==> config.mk <==
export PLATFORM = sky130hd
export DESIGN_NAME = reg_bank32
export DESIGN_NICKNAME = d
export VERILOG_FILES = /design/src/rtl/reg_bank32_pkg.sv /design/src/rtl/reg_bank32_scoreboard.sv /design/src/rtl/reg_bank32.sv
export SDC_FILE = /design/constraint.sdc
export NUM_CORES = 1
export LEC_CHECK = 0
export BUFFER_PORTS_ARGS = -buffer_cell sky130_fd_sc_hd__buf_2
export CAP_MARGIN = 0
export CELL_PAD_IN_SITES_DETAIL_PLACEMENT = 0
export CELL_PAD_IN_SITES_GLOBAL_PLACEMENT = 2
export CORE_AREA = 2 2 436 438
export CTS_CLUSTER_DIAMETER = 80
export DETAILED_ROUTE_END_ITERATION = 10
export DIE_AREA = 0 0 438 440
export GPL_TIMING_DRIVEN = 0
export PLACE_DENSITY_LB_ADDON = 0.1
export SYNTH_ARGS = -nofsm -noshare
export SYNTH_HDL_FRONTEND = slang
export SYNTH_HIERARCHICAL = 1
export SYNTH_SLANG_ARGS = --single-unit
==> constraint.sdc <==
create_clock -name clk -period 1.9 [get_ports clk]
set_input_delay 0.38 -clock clk [delete_from_list [all_inputs] [get_ports clk]]
set_output_delay 0.38 -clock clk [all_outputs]
set_load 0.005 [all_outputs]
==> src/rtl/reg_bank32_pkg.sv <==
// ----------------------------------------------------------------------------
// reg_bank32_pkg
// Definitions shared by the register bank, the decode stage and the read
// multiplexers: the register-address width, the register count, the address
// type and a one-hot address decoder.
// Optional feature: REG_BANK32_BYPASS_EN (see reg_bank32.sv).
// ----------------------------------------------------------------------------
package reg_bank32_pkg;

    localparam int unsigned REG_ADDR_W = 5;
    localparam int unsigned NUM_REGS   = 32;

    typedef logic [REG_ADDR_W-1:0] reg_addr_t;

    // One-hot select for register 'addr' when 'en' is high.
    // Bit 0 is always cleared because register 0 is hard-wired to zero and
    // can never be written or marked pending.
    function automatic logic [NUM_REGS-1:0] addr_decode(input reg_addr_t addr,
                                                        input logic      en);
        logic [NUM_REGS-1:0] sel;
        sel       = '0;
        sel[addr] = en;
        sel[0]    = 1'b0;
        return sel;
    endfunction

endpackage : reg_bank32_pkg

==> src/rtl/reg_bank32_scoreboard.sv <==
// ----------------------------------------------------------------------------
// reg_scoreboard
// Per-register pending-write flags and source-operand hazard detection.
//
// Ports:
//   clk      rising-edge clock
//   reset_n  asynchronous active-low reset, clears every pending flag
//   we, wa   write-back strobe/address (clears the pending flag of wa)
//   iss, ia  issue strobe/destination (sets the pending flag of ia)
//   rs, rt   source addresses of the instruction being decoded
//   busy     registered pending flags, bit i belongs to register i
//   stall    busy[rs] | busy[rt] from the registered flags
//
// Optional feature REG_BANK32_BYPASS_EN: an operand that is being written
// back in the current cycle does not stall, because its value is forwarded.
// ----------------------------------------------------------------------------
module reg_scoreboard
    import reg_bank32_pkg::*;
(
    input  logic                clk,
    input  logic                reset_n,
    input  logic                we,
    input  reg_addr_t           wa,
    input  logic                iss,
    input  reg_addr_t           ia,
    input  reg_addr_t           rs,
    input  reg_addr_t           rt,
    output logic [NUM_REGS-1:0] busy,
    output logic                stall
);

    logic [NUM_REGS-1:0] busy_q;
    logic [NUM_REGS-1:0] busy_d;
    logic [NUM_REGS-1:0] wr_sel;
    logic [NUM_REGS-1:0] iss_sel;
    logic                rs_pend;
    logic                rt_pend;

    assign wr_sel  = addr_decode(wa, we);
    assign iss_sel = addr_decode(ia, iss);

    // Set after clear: when issue and write-back hit the same register the
    // new producer wins and the flag stays set.
    assign busy_d = (busy_q & ~wr_sel) | iss_sel;

    always_ff @(posedge clk or negedge reset_n) begin
        if (!reset_n) begin
            busy_q <= '0;
        end else begin
            busy_q <= busy_d;
        end
    end

    always_comb begin
        rs_pend = busy_q[rs];
        rt_pend = busy_q[rt];
`ifdef REG_BANK32_BYPASS_EN
        // The write-back value is forwarded this cycle, so the operand is
        // satisfied -- unless a newer producer is issued to the same register.
        if (we && (rs == wa) && !(iss && (ia == wa))) begin
            rs_pend = 1'b0;
        end
        if (we && (rt == wa) && !(iss && (ia == wa))) begin
            rt_pend = 1'b0;
        end
`endif
    end

    assign busy  = busy_q;
    assign stall = rs_pend | rt_pend;

endmodule : reg_scoreboard

==> src/rtl/reg_bank32.sv <==
// ----------------------------------------------------------------------------
// reg_bank32
// 32-entry register bank with a pending-write scoreboard. Register 0 always
// reads as zero.
//
// Ports:
//   clk         rising-edge clock
//   reset_n     asynchronous active-low reset, clears registers and flags
//   we, wa, wd  write-back enable, address and data
//   iss, ia     issue strobe and destination address (marks it pending)
//   rs, rt      source addresses of the instruction being decoded
//   q0..q31     register contents, feeding the read multiplexers directly
//   busy        per-register pending-write flags
//   stall       source-operand hazard indication
//
// Optional feature REG_BANK32_BYPASS_EN: when defined, a write-back is driven
// onto q<wa> combinationally in the same cycle and stops stalling its
// operand. Undefined, writes become visible one cycle after the edge.
// ----------------------------------------------------------------------------
module reg_bank32
    import reg_bank32_pkg::*;
#(
    parameter int unsigned DATA_W = 32
) (
    input  logic              clk,
    input  logic              reset_n,
    input  logic              we,
    input  logic [4:0]        wa,
    input  logic [DATA_W-1:0] wd,
    input  logic              iss,
    input  logic [4:0]        ia,
    input  logic [4:0]        rs,
    input  logic [4:0]        rt,
    output logic [DATA_W-1:0] q0,
    output logic [DATA_W-1:0] q1,
    output logic [DATA_W-1:0] q2,
    output logic [DATA_W-1:0] q3,
    output logic [DATA_W-1:0] q4,
    output logic [DATA_W-1:0] q5,
    output logic [DATA_W-1:0] q6,
    output logic [DATA_W-1:0] q7,
    output logic [DATA_W-1:0] q8,
    output logic [DATA_W-1:0] q9,
    output logic [DATA_W-1:0] q10,
    output logic [DATA_W-1:0] q11,
    output logic [DATA_W-1:0] q12,
    output logic [DATA_W-1:0] q13,
    output logic [DATA_W-1:0] q14,
    output logic [DATA_W-1:0] q15,
    output logic [DATA_W-1:0] q16,
    output logic [DATA_W-1:0] q17,
    output logic [DATA_W-1:0] q18,
    output logic [DATA_W-1:0] q19,
    output logic [DATA_W-1:0] q20,
    output logic [DATA_W-1:0] q21,
    output logic [DATA_W-1:0] q22,
    output logic [DATA_W-1:0] q23,
    output logic [DATA_W-1:0] q24,
    output logic [DATA_W-1:0] q25,
    output logic [DATA_W-1:0] q26,
    output logic [DATA_W-1:0] q27,
    output logic [DATA_W-1:0] q28,
    output logic [DATA_W-1:0] q29,
    output logic [DATA_W-1:0] q30,
    output logic [DATA_W-1:0] q31,
    output logic [31:0]       busy,
    output logic              stall
);

    logic [DATA_W-1:0]   regs   [NUM_REGS];
    logic [DATA_W-1:0]   rd_val [NUM_REGS];
    logic [NUM_REGS-1:0] wr_sel;

    assign wr_sel = addr_decode(wa, we);

    always_ff @(posedge clk or negedge reset_n) begin
        if (!reset_n) begin
            for (int unsigned i = 0; i < NUM_REGS; i++) begin
                regs[i] <= '0;
            end
        end else begin
            for (int unsigned i = 1; i < NUM_REGS; i++) begin
                if (wr_sel[i]) begin
                    regs[i] <= wd;
                end
            end
        end
    end

    always_comb begin
        for (int unsigned i = 0; i < NUM_REGS; i++) begin
            rd_val[i] = regs[i];
        end
`ifdef REG_BANK32_BYPASS_EN
        // Forwarding is gated by reset_n so outputs stay zero during reset.
        for (int unsigned i = 1; i < NUM_REGS; i++) begin
            if (wr_sel[i] && reset_n) begin
                rd_val[i] = wd;
            end
        end
`endif
        rd_val[0] = '0;
    end

    reg_scoreboard u_scoreboard (
        .clk     (clk),
        .reset_n (reset_n),
        .we      (we),
        .wa      (wa),
        .iss     (iss),
        .ia      (ia),
        .rs      (rs),
        .rt      (rt),
        .busy    (busy),
        .stall   (stall)
    );

    assign q0  = rd_val[0];
    assign q1  = rd_val[1];
    assign q2  = rd_val[2];
    assign q3  = rd_val[3];
    assign q4  = rd_val[4];
    assign q5  = rd_val[5];
    assign q6  = rd_val[6];
    assign q7  = rd_val[7];
    assign q8  = rd_val[8];
    assign q9  = rd_val[9];
    assign q10 = rd_val[10];
    assign q11 = rd_val[11];
    assign q12 = rd_val[12];
    assign q13 = rd_val[13];
    assign q14 = rd_val[14];
    assign q15 = rd_val[15];
    assign q16 = rd_val[16];
    assign q17 = rd_val[17];
    assign q18 = rd_val[18];
    assign q19 = rd_val[19];
    assign q20 = rd_val[20];
    assign q21 = rd_val[21];
    assign q22 = rd_val[22];
    assign q23 = rd_val[23];
    assign q24 = rd_val[24];
    assign q25 = rd_val[25];
    assign q26 = rd_val[26];
    assign q27 = rd_val[27];
    assign q28 = rd_val[28];
    assign q29 = rd_val[29];
    assign q30 = rd_val[30];
    assign q31 = rd_val[31];

endmodule : reg_bank32

# [Word level (Yosys, flattened, before mapping)]
# Cells that the tools add are included.
[word_totals] reg_bits=1024 in_bits=56 out_inout_bits=1057 word_cells=54
[op_classes] n_lt_le_gt_ge=6 muxes=8 bitwise_logic=6 reduce_logical=2
[ops] op="$and 32x32->32" n=3
[ops] op="$not 32->32" n=1
[ops] op="$or 32x32->32" n=1
[ops] op="$lt 5x6->1 const B" n=4
[ops] op="$bmux 1 s5" n=2
[ops] op="$demux 1 s5" n=2
[ops] op="$ge 5x1->1 const B" n=2
[ops] op="$mux 1" n=4
[ops] op="$logic_and 1x1->1" n=2
[ops] op="$or 1x1->1" n=1

# [Logic depth before layout (Yosys ltp)]
# Gate-level depths: netlist of run 1.
[depth] depth_word=8 depth_mapped=6 depth_no_buf=5

# [By module]
# The synthesis of run 1 kept the hierarchy.
[modules_own_cells] module="reg_bank32" n_inst=1 cells_each=2256 area_each_um2=37394.6 seq_area_each_um2=24823.8
[modules_own_cells] module="reg_scoreboard" n_inst=1 cells_each=175 area_each_um2=1853.0 seq_area_each_um2=775.7

# [Worst setup path after synthesis of run 1]
# No wires, ideal clock.
[synth_path] kind="in2out" startpoint="input rs[0]" endpoint="output stall" arrival_time_ns=1.580 required_time_ns=1.520 setup_slack_ns=-0.060 stages=5 path_buffers=1 cell_sequence="buf_2 -> mux4_2 -> mux2_2 -> a21oi_1 -> o211ai_1"
[synth_between] elab_chain_cells=3
[synth_lines] element="from (decl)" line_no="reg_bank32.sv:32" text="input logic [4:0] rs,"
[synth_lines] element="$bmux 1 s5" line_no="reg_bank32_scoreboard.sv:55" text="rs_pend = busy_q[rs];"
[synth_lines] element="$mux 1 (implied by the code)" line_no="reg_bank32_scoreboard.sv:55"
[synth_lines] element="$or 1x1->1" line_no="reg_bank32_scoreboard.sv:70" text="assign stall = rs_pend | rt_pend;"
[synth_lines] element="to (decl)" line_no="reg_bank32.sv:67" text="output logic stall"
# Every way passes these cells. The select of a mux whose other input is x is not followed.

# [Final worst setup path of run 1]
[layout_path] startpoint="register u_scoreboard.busy_q[22], in the netlist u_scoreboard/busy[22]" endpoint="output stall"
[layout_between] elab_chain_cells=3 elab_cells_between_ends=5 cone_classes="mux: 4; bitwise: 1"
[layout_lines] element="from (decl)" line_no="reg_bank32_scoreboard.sv:32" text="logic [NUM_REGS-1:0] busy_q;"
[layout_lines] element="from (signal assigned)" line_no="reg_bank32_scoreboard.sv:50" text="busy_q <= busy_d;"
[layout_lines] element="$bmux 1 s5 (on tied branches)" line_no="reg_bank32_scoreboard.sv:55, reg_bank32_scoreboard.sv:56"
[layout_lines] element="$mux 1 (on tied branches)" line_no="reg_bank32_scoreboard.sv:55, reg_bank32_scoreboard.sv:56"
[layout_lines] element="$or 1x1->1 *" line_no="reg_bank32_scoreboard.sv:70"
# Mark *: on every way between the ends. The rest lies on a longest branch, timed or not. The select of a mux whose other input is x is not followed.

==> metrics.txt, run 1 <==
status=finished with violations; failing checks=negative hold slack, negative setup slack; largest net degree at the start of global routing=141; std cell rows=160; fin util=28.4%; Cell variety after synth=33; Synth Area per Inst=16.1 um2; Clock Skew=0 ns; multi-input logic area=12700 um2; Hold Violations, Final=103; Nets=3803; Reg area=25600 um2; slowest cell on the critical path=mux4_2; Final min period=2.76 ns; Mapped Cells=2431; Critical Path Start Type=flop; Filler Cells Inserted=19800; final worst-path cycle share=145%; ANT nets after route=0; Seq/Total Area, Yosys=65.2%; commonest non-fill, non-tap cell in the layout=buf_2; class of the worst hold path=input pin to asynchronous set/reset pin; Max VDD drop=650 uV; Setup-failing EPs final=2; IO Port Bufs=1073; clock latency on the worst-skew pair=0.77 ns; Final HPWL DP=133000 um; final worst slack=-0.864 ns; CP startpoint=u_scoreboard/busy[22]$_DFF_PN0_; Slew @ Worst Pin=1.29 ns; GR Util All Layers=18.3%; fin. max-slew vios=0; YS warnings=6; Setup Slack @ Placement=-1.33 ns; TNS Setup=-0.930 ns; Critical Path AT=2.38 ns; TritonRoute pass-1 iters=4; clk sinks=1023; leakage=26.6 nW; die span in x=438 um; crit-path cells=mux4_2 > mux2_4 > a31oi_1 > o211ai_1 > buf_2; CTS tree=yes; max_slew headroom=14.0%; 1st-iter DRT viols=872; drt wl/cell=28.3 um; die area=193000 um2; CTS buffer count=136; die height=440 um; worst-path fanout max=4; first-pass GRT wire length=242000 um; crit-path max cell delay=0.47 ns; Critical Path Sink Type=primary output; Routed WL=180000 um; Vias/cell=4.04; FMAX=0.362 GHz; antenna violations before repair=19; reg2reg path depth=4; Core Region=189000 um2; initial cell density of the core=20.8%; vias in the first global route=27000; WHS=-0.409 ns; gr ovfl total=0; Syn Std Cell Area=39200 um2; Clock Path Buffers=3; share of cells above drive strength 1=64.4%; MaxCap Viol Count=0; hold_buf cts=34; # IOs=1113; Synth Register Bits=1023; most frequent cells in the layout=1151 x buf_2, 1006 x dfrtp_1, 979 x mux2_2; CTS root buf=clkbuf_16; vias post-DR=25700; P&R area growth vs syn=36.3%; Pwr per Cell Area=1250 nW/um2; RSZ-0062 raised after global routing=true; RD Place Congestion=0.744; type of the worst setup path=flop to primary output; Reg clk slew, reported paths=0.06 ns; residual DRC count=0; H-tree Lvls=4; Reg-to-Reg Start=u_scoreboard/busy[26]$_DFF_PN0_; Critical Path RT=1.52 ns
layer usage:
layer  GRT usage, %  routed length, um
met1           20.0              66900
met2           32.3              92500
met3           5.64              12600
met4           8.04               8090
met5              0                 13
power by group:
group / total [W] / internal [W] / switching (W)
registers: 0.0283 / 0.0261 / 0.00217
clock network: 0.0254 / 0.0150 / 0.0105
logic: 0.0134 / 0.00641 / 0.00697
worst max-delay path, delay by kind of cell (launching register included):
family	cells	cell delay (ns)
muxes	2	0.75
AOI/OAI and AO/OA	2	0.27
DFF	1	0.45
buffers and inverters	1	0.14
worst paths after layout:
path | to | slack, ns
min in group clk | q31[2]$_DFFE_PN0P_ | 0.08
worst max register to register | u_scoreboard/busy[26]$_DFF_PN0_ | 0.88
worst min-delay path | q15[11]$_DFFE_PN0P_ | -0.41
worst max-delay path | stall | -0.86
worst min register to register | q28[5]$_DFFE_PN0P_ | 0.48
max in group asynchronous | q2[4]$_DFFE_PN0P_ | 0.25
cell usage after synthesis:
library cell	instances	area [um2]
a31oi_1	1	6.26
mux2_1	15	169
nor2_1	19	71.3
nand3_1	9	45.0
inv_1	2	7.51
conb_1	2	7.51
buf_6	11	124
nor2b_1	2	12.5
nand4_1	1	6.26
nand3b_1	11	82.6
nand4b_1	3	26.3
mux2_2	980	11000
buf_1	2	7.51
o31a_1	1	8.76
mux4_2	7	158
and4bb_2	3	37.5
nor3b_1	1	7.51
nand2b_1	3	18.8
nor3_2	1	10.0
a21oi_1	5	25.0
mux4_1	6	158
nor4b_2	1	15.0
mux2i_1	5	50.1
buf_2	89	445
or3b_2	4	35.0
nand2_1	20	75.1
and3b_1	1	8.76
clkbuf_1	98	368
o21ai_0	62	310
o211ai_1	5	37.5
or3_1	5	31.3
dfrtp_1	1023	25600
buf_4	33	248
metrics by stage:
stage	std cells	cell area [um2]	power (W)	hold slack, ns
after floorplan	2462	39400	0.0331	0.0844
after global placement	6046	47900	0.0421	0.466
after detailed placement	6056	48100	0.0422	0.421
after CTS	6343	53200	0.0686	-0.473
after global routing	6360	53500	0.0705	-0.412
final	6365	53500	0.0671	-0.409
repair_timing:
action	in CTS	in global routing
endpoints found under the hold margin	158	103
setup buffers	11	15
cloned	3	3
pin swaps	3	8
endpoints found under the setup margin	775	450
gates resized for setup	36	21
cell families (layout without fill, tap and decap cells):
| family | Yosys count | in the layout | share of synthesized area [%] |
|---|---|---|---|
| muxes | 1013 | 1013 | 29.5 |
| and+or+nand+nor | 84 | 84 | 1.23 |
| DFF | 1023 | 1023 | 65.2 |
| other | 2 | 39 | 0.0191 |
| buffers and inverters | 235 | 1621 | 3.06 |
| AOI/OAI and AO/OA | 74 | 74 | 0.988 |
area by class of cell:
type	count	area share, %
Inverter	2	0.0140
Clock buffer	205	7.45
Antenna cell	6	0.0281
Sequential cell	1023	47.9
Timing Repair Buffer	1147	12.0
Multi-Input combinational cell	1204	23.7
Tap cell	2511	5.87
Buffer	233	2.25
Clock inverter	34	0.765
No activity file was read; power rests on OpenSTA's default activity.
==> inputs of run 2 (changes only) <==
--- a/config.mk
+++ b/config.mk
@@ -9,13 +9,12 @@
 export CAP_MARGIN = 0
 export CELL_PAD_IN_SITES_DETAIL_PLACEMENT = 0
 export CELL_PAD_IN_SITES_GLOBAL_PLACEMENT = 2
-export CORE_AREA = 2 2 436 438
+export CORE_AREA = 2 2 435 437
 export CTS_CLUSTER_DIAMETER = 80
 export DETAILED_ROUTE_END_ITERATION = 10
-export DIE_AREA = 0 0 438 440
+export DIE_AREA = 0 0 437 439
 export GPL_TIMING_DRIVEN = 0
 export PLACE_DENSITY_LB_ADDON = 0.1
 export SYNTH_ARGS = -nofsm -noshare
 export SYNTH_HDL_FRONTEND = slang
-export SYNTH_HIERARCHICAL = 1
 export SYNTH_SLANG_ARGS = --single-unit
==> constraint.sdc (replaced) <==
create_clock -name clk -period 3.3 [get_ports clk]
set_input_delay 0.66 -clock clk [delete_from_list [all_inputs] [get_ports clk]]
set_output_delay 0.66 -clock clk [all_outputs]
set_load 0.005 [all_outputs]
==> metrics.txt, run 2 <==
clk sinks=1023 (unchanged); CTS buffer count=134 (-1.5%); Cell variety after synth=33 (unchanged); drt wl/cell=28.9 um (+2.1%); Synth Area per Inst=16.2 um2 (+0.62%); die area=192000 um2 (-0.46%); FMAX=0.321 GHz; gr ovfl total=0 (unchanged); family with the most delay on the worst path=multiplexers; P&R area growth vs syn=34.0%; Clock power frac=38.2% (+0.3 points); Hold Violations, Final=0 (-100%); antenna violations before repair=32 (+13); vias post-DR=25400 (-1.2%); placed cell count=6013 (-0.71%); initial cell density of the core=20.9% (+0.080 points); hold_buf cts=1 (-97%); crit-path cells=mux4_2 > mux2i_1 > nor3b_1 > a31oi_1 > o211ai_1 > buf_2; die span in x=437 um (-0.23%); largest net degree at the start of global routing=144 (+2.1%); Core Region=187000 um2 (-0.84%); Synth async-reset ratio=100% (unchanged); status=finished, final reports clean; leakage=26.2 nW (-1.7%); Vias/cell=4.06 (+0.38%); Pwr per Cell Area=736 nW/um2 (-41%); sw frac=29.0% (-0.22 points); Nets=3711 (-2.4%); commonest non-fill, non-tap cell in the layout=buf_2; synth top area cells=dfrtp_1 66%, mux2_2 28%, clkbuf_1 0.98%; IO Port Bufs=1074 (+0.093%); slowest cell on the critical path=mux4_2; type of the worst setup path=flop to primary output; clock latency on the worst-skew pair=0.78 ns (about the same); Final min period=3.12 ns; Routed WL=181000 um (+0.56%); most frequent cell after synthesis=dfrtp_1; total setup buffers inserted after CTS=0 (-11); Tot Pwr=0.0386 W (-43%); crit-path max cell delay=0.48 ns (about the same); CTS tree=yes; Clock Path Buffers=3 (unchanged); MaxCap Viol Count=0 (unchanged); Critical Path AT=2.46 ns (+0.08 ns); first-pass GRT wire length=243000 um (+0.22%); Synth Register Bits=1023 (unchanged); RSZ-0062 raised after global routing=false; Critical Path Start Type=flop; H-tree Lvls=4 (unchanged); Syn Std Cell Area=39100 um2 (-0.45%); most frequent cells in the layout=1141 x buf_2, 1023 x dfrtp_1, 981 x mux2_2; Setup-failing EPs final=0 (-2); P_sw=0.0112 W (-43%); std cell rows=159 (-0.63%); most instantiated cells after synthesis=1023 x dfrtp_1, 981 x mux2_2, 102 x clkbuf_1; Gate power share=19.7% (-0.3 points); Internal=0.0274 W (-42%); Clock Skew=0 ns (unchanged); Filler Cells Inserted=19600 (-0.93%); RD Place Congestion=0.738 (-0.78%); Max VDD drop=343 uV (-47%); sequential power share=42.1% (about the same); Top FF cell, synth=dfrtp_1; vias in the first global route=26900 (-0.68%); number of synthesized flops with an enable pin=0 (unchanged); Reg clk slew, reported paths=0.06 ns (about the same); 1st-iter DRT viols=863 (-1.0%); max_slew headroom=11.2% (-2.8 points); post-CTS sizing=0 (-100%); share of the synthesized area in the top cell type=65.5% (+0.30 points); worst-path fanout max=4 (unchanged); GR Util All Layers=18.5% (+0.20 points); residual DRC count=0 (unchanged); final worst-path cycle share=94.5%; Seq/Total Area, Yosys=65.5% (+0.30 points); share of cells above drive strength 1=64.1% (-0.37 points); Slew @ Worst Pin=1.33 ns (+0.0367 ns); Post-Layout Inst Area=52400 um2 (-2.1%); Final Non-Filler Cells=6267 (-1.5%); TritonRoute pass-1 iters=4 (unchanged); Critical Path Sink Type=primary output; fin. max-slew vios=0 (unchanged); Final HPWL DP=136000 um (+2.2%); most area-hungry cell type in the Yosys netlist=dfrtp_1; Mapped Cells=2405 (-1.1%); Worst Path Buf+Inv=1 (unchanged); fin util=28.0% (-0.37 points); ANT nets after route=0 (unchanged); class of the worst hold path=input pin to flop; Cell Area, Placed=47900 um2 (-0.51%); die height=439 um (-0.23%); Critical Path RT=2.64 ns (+1.12 ns); # IOs=1113 (unchanged); CTS root buf=clkbuf_16; YS warnings=0 (-6)
==> run 2: through the flow <==
step | TNS, ns | setup WS (ns) | hold WS (ns)
after global placement | - | -24.27 | 0.462
final | 0 | 0.180 | 0.160
after detailed placement | -30.29 | -0.337 | 0.471
after CTS | 0 | 0.00737 | 0.0717
after floorplan | 0 | 0.768 | 0.364
after global routing | 0 | 0.0206 | 0.128
==> run 2: layer usage <==
metal	wire length, um	up-vias	GRT usage (%)
met5	48	-	0
met4	7670	8	7.57
met3	13800	246	6.57
met2	94200	813	33.1
met1	65500	13400	19.5
li1	-	11000	-
==> run 2: final timing paths <==
| path | from | endpoint | cells after the start | slack (ns) |
|---|---|---|---|---|
| worst max-delay path | u_scoreboard.busy[8]$_DFF_PN0_ | stall | 6 | 0.18 |
| worst min-delay path | wd[27] | q31[27]$_DFFE_PN0P_ | 2 | 0.16 |
| worst max register to register | q1[13]$_DFFE_PN0P_ | q1[13]$_DFFE_PN0P_ | 1 | 2.48 |
| worst min register to register | q28[28]$_DFFE_PN0P_ | q28[28]$_DFFE_PN0P_ | 1 | 0.48 |
| max in group asynchronous | reset_n | q9[14]$_DFFE_PN0P_ | 4 | 0.92 |
| min in group asynchronous | reset_n | q24[6]$_DFFE_PN0P_ | 2 | 0.41 |
==> run 2: logic make-up (layout without fill, tap and decap cells) <==
kind of cell           Yosys count  in the layout  synth area share, %
buffers and inverters          235           1551                 2.88
muxes                         1014           1014                 29.6
DFF                           1023           1023                 65.5
other                            1             52              0.00960
AOI/OAI and AO/OA               56             56                0.916
and+or+nand+nor                 76             76                 1.10
==> run 2: cell type report <==
class | count | area (um2) | area share (%)
repair buffers | 1082 | 5590 | 10.7
multi-input cells | 1179 | 12500 | 23.8
plain buffers | 231 | 1110 | 2.12
well taps | 2495 | 3120 | 5.96
flip-flops and latches | 1023 | 25600 | 48.9
clock inverters | 28 | 299 | 0.571
clock buffers | 206 | 4100 | 7.83
inverters | 4 | 15.0 | 0.0287
diodes | 19 | 47.5 | 0.0908
==> run 2: power by group through the flow <==
stage | clock network [W] | logic, W | registers (W)
6_report | 0.0147 | 0.00761 | 0.0162
5_1_grt | 0.0157 | 0.00816 | 0.0166
4_1_cts | 0.0153 | 0.00790 | 0.0163
3_5_place_dp | 0 | 0.00789 | 0.0164
3_3_place_gp | 0 | 0.00788 | 0.0164
2_1_floorplan | 0 | 0.00247 | 0.0166
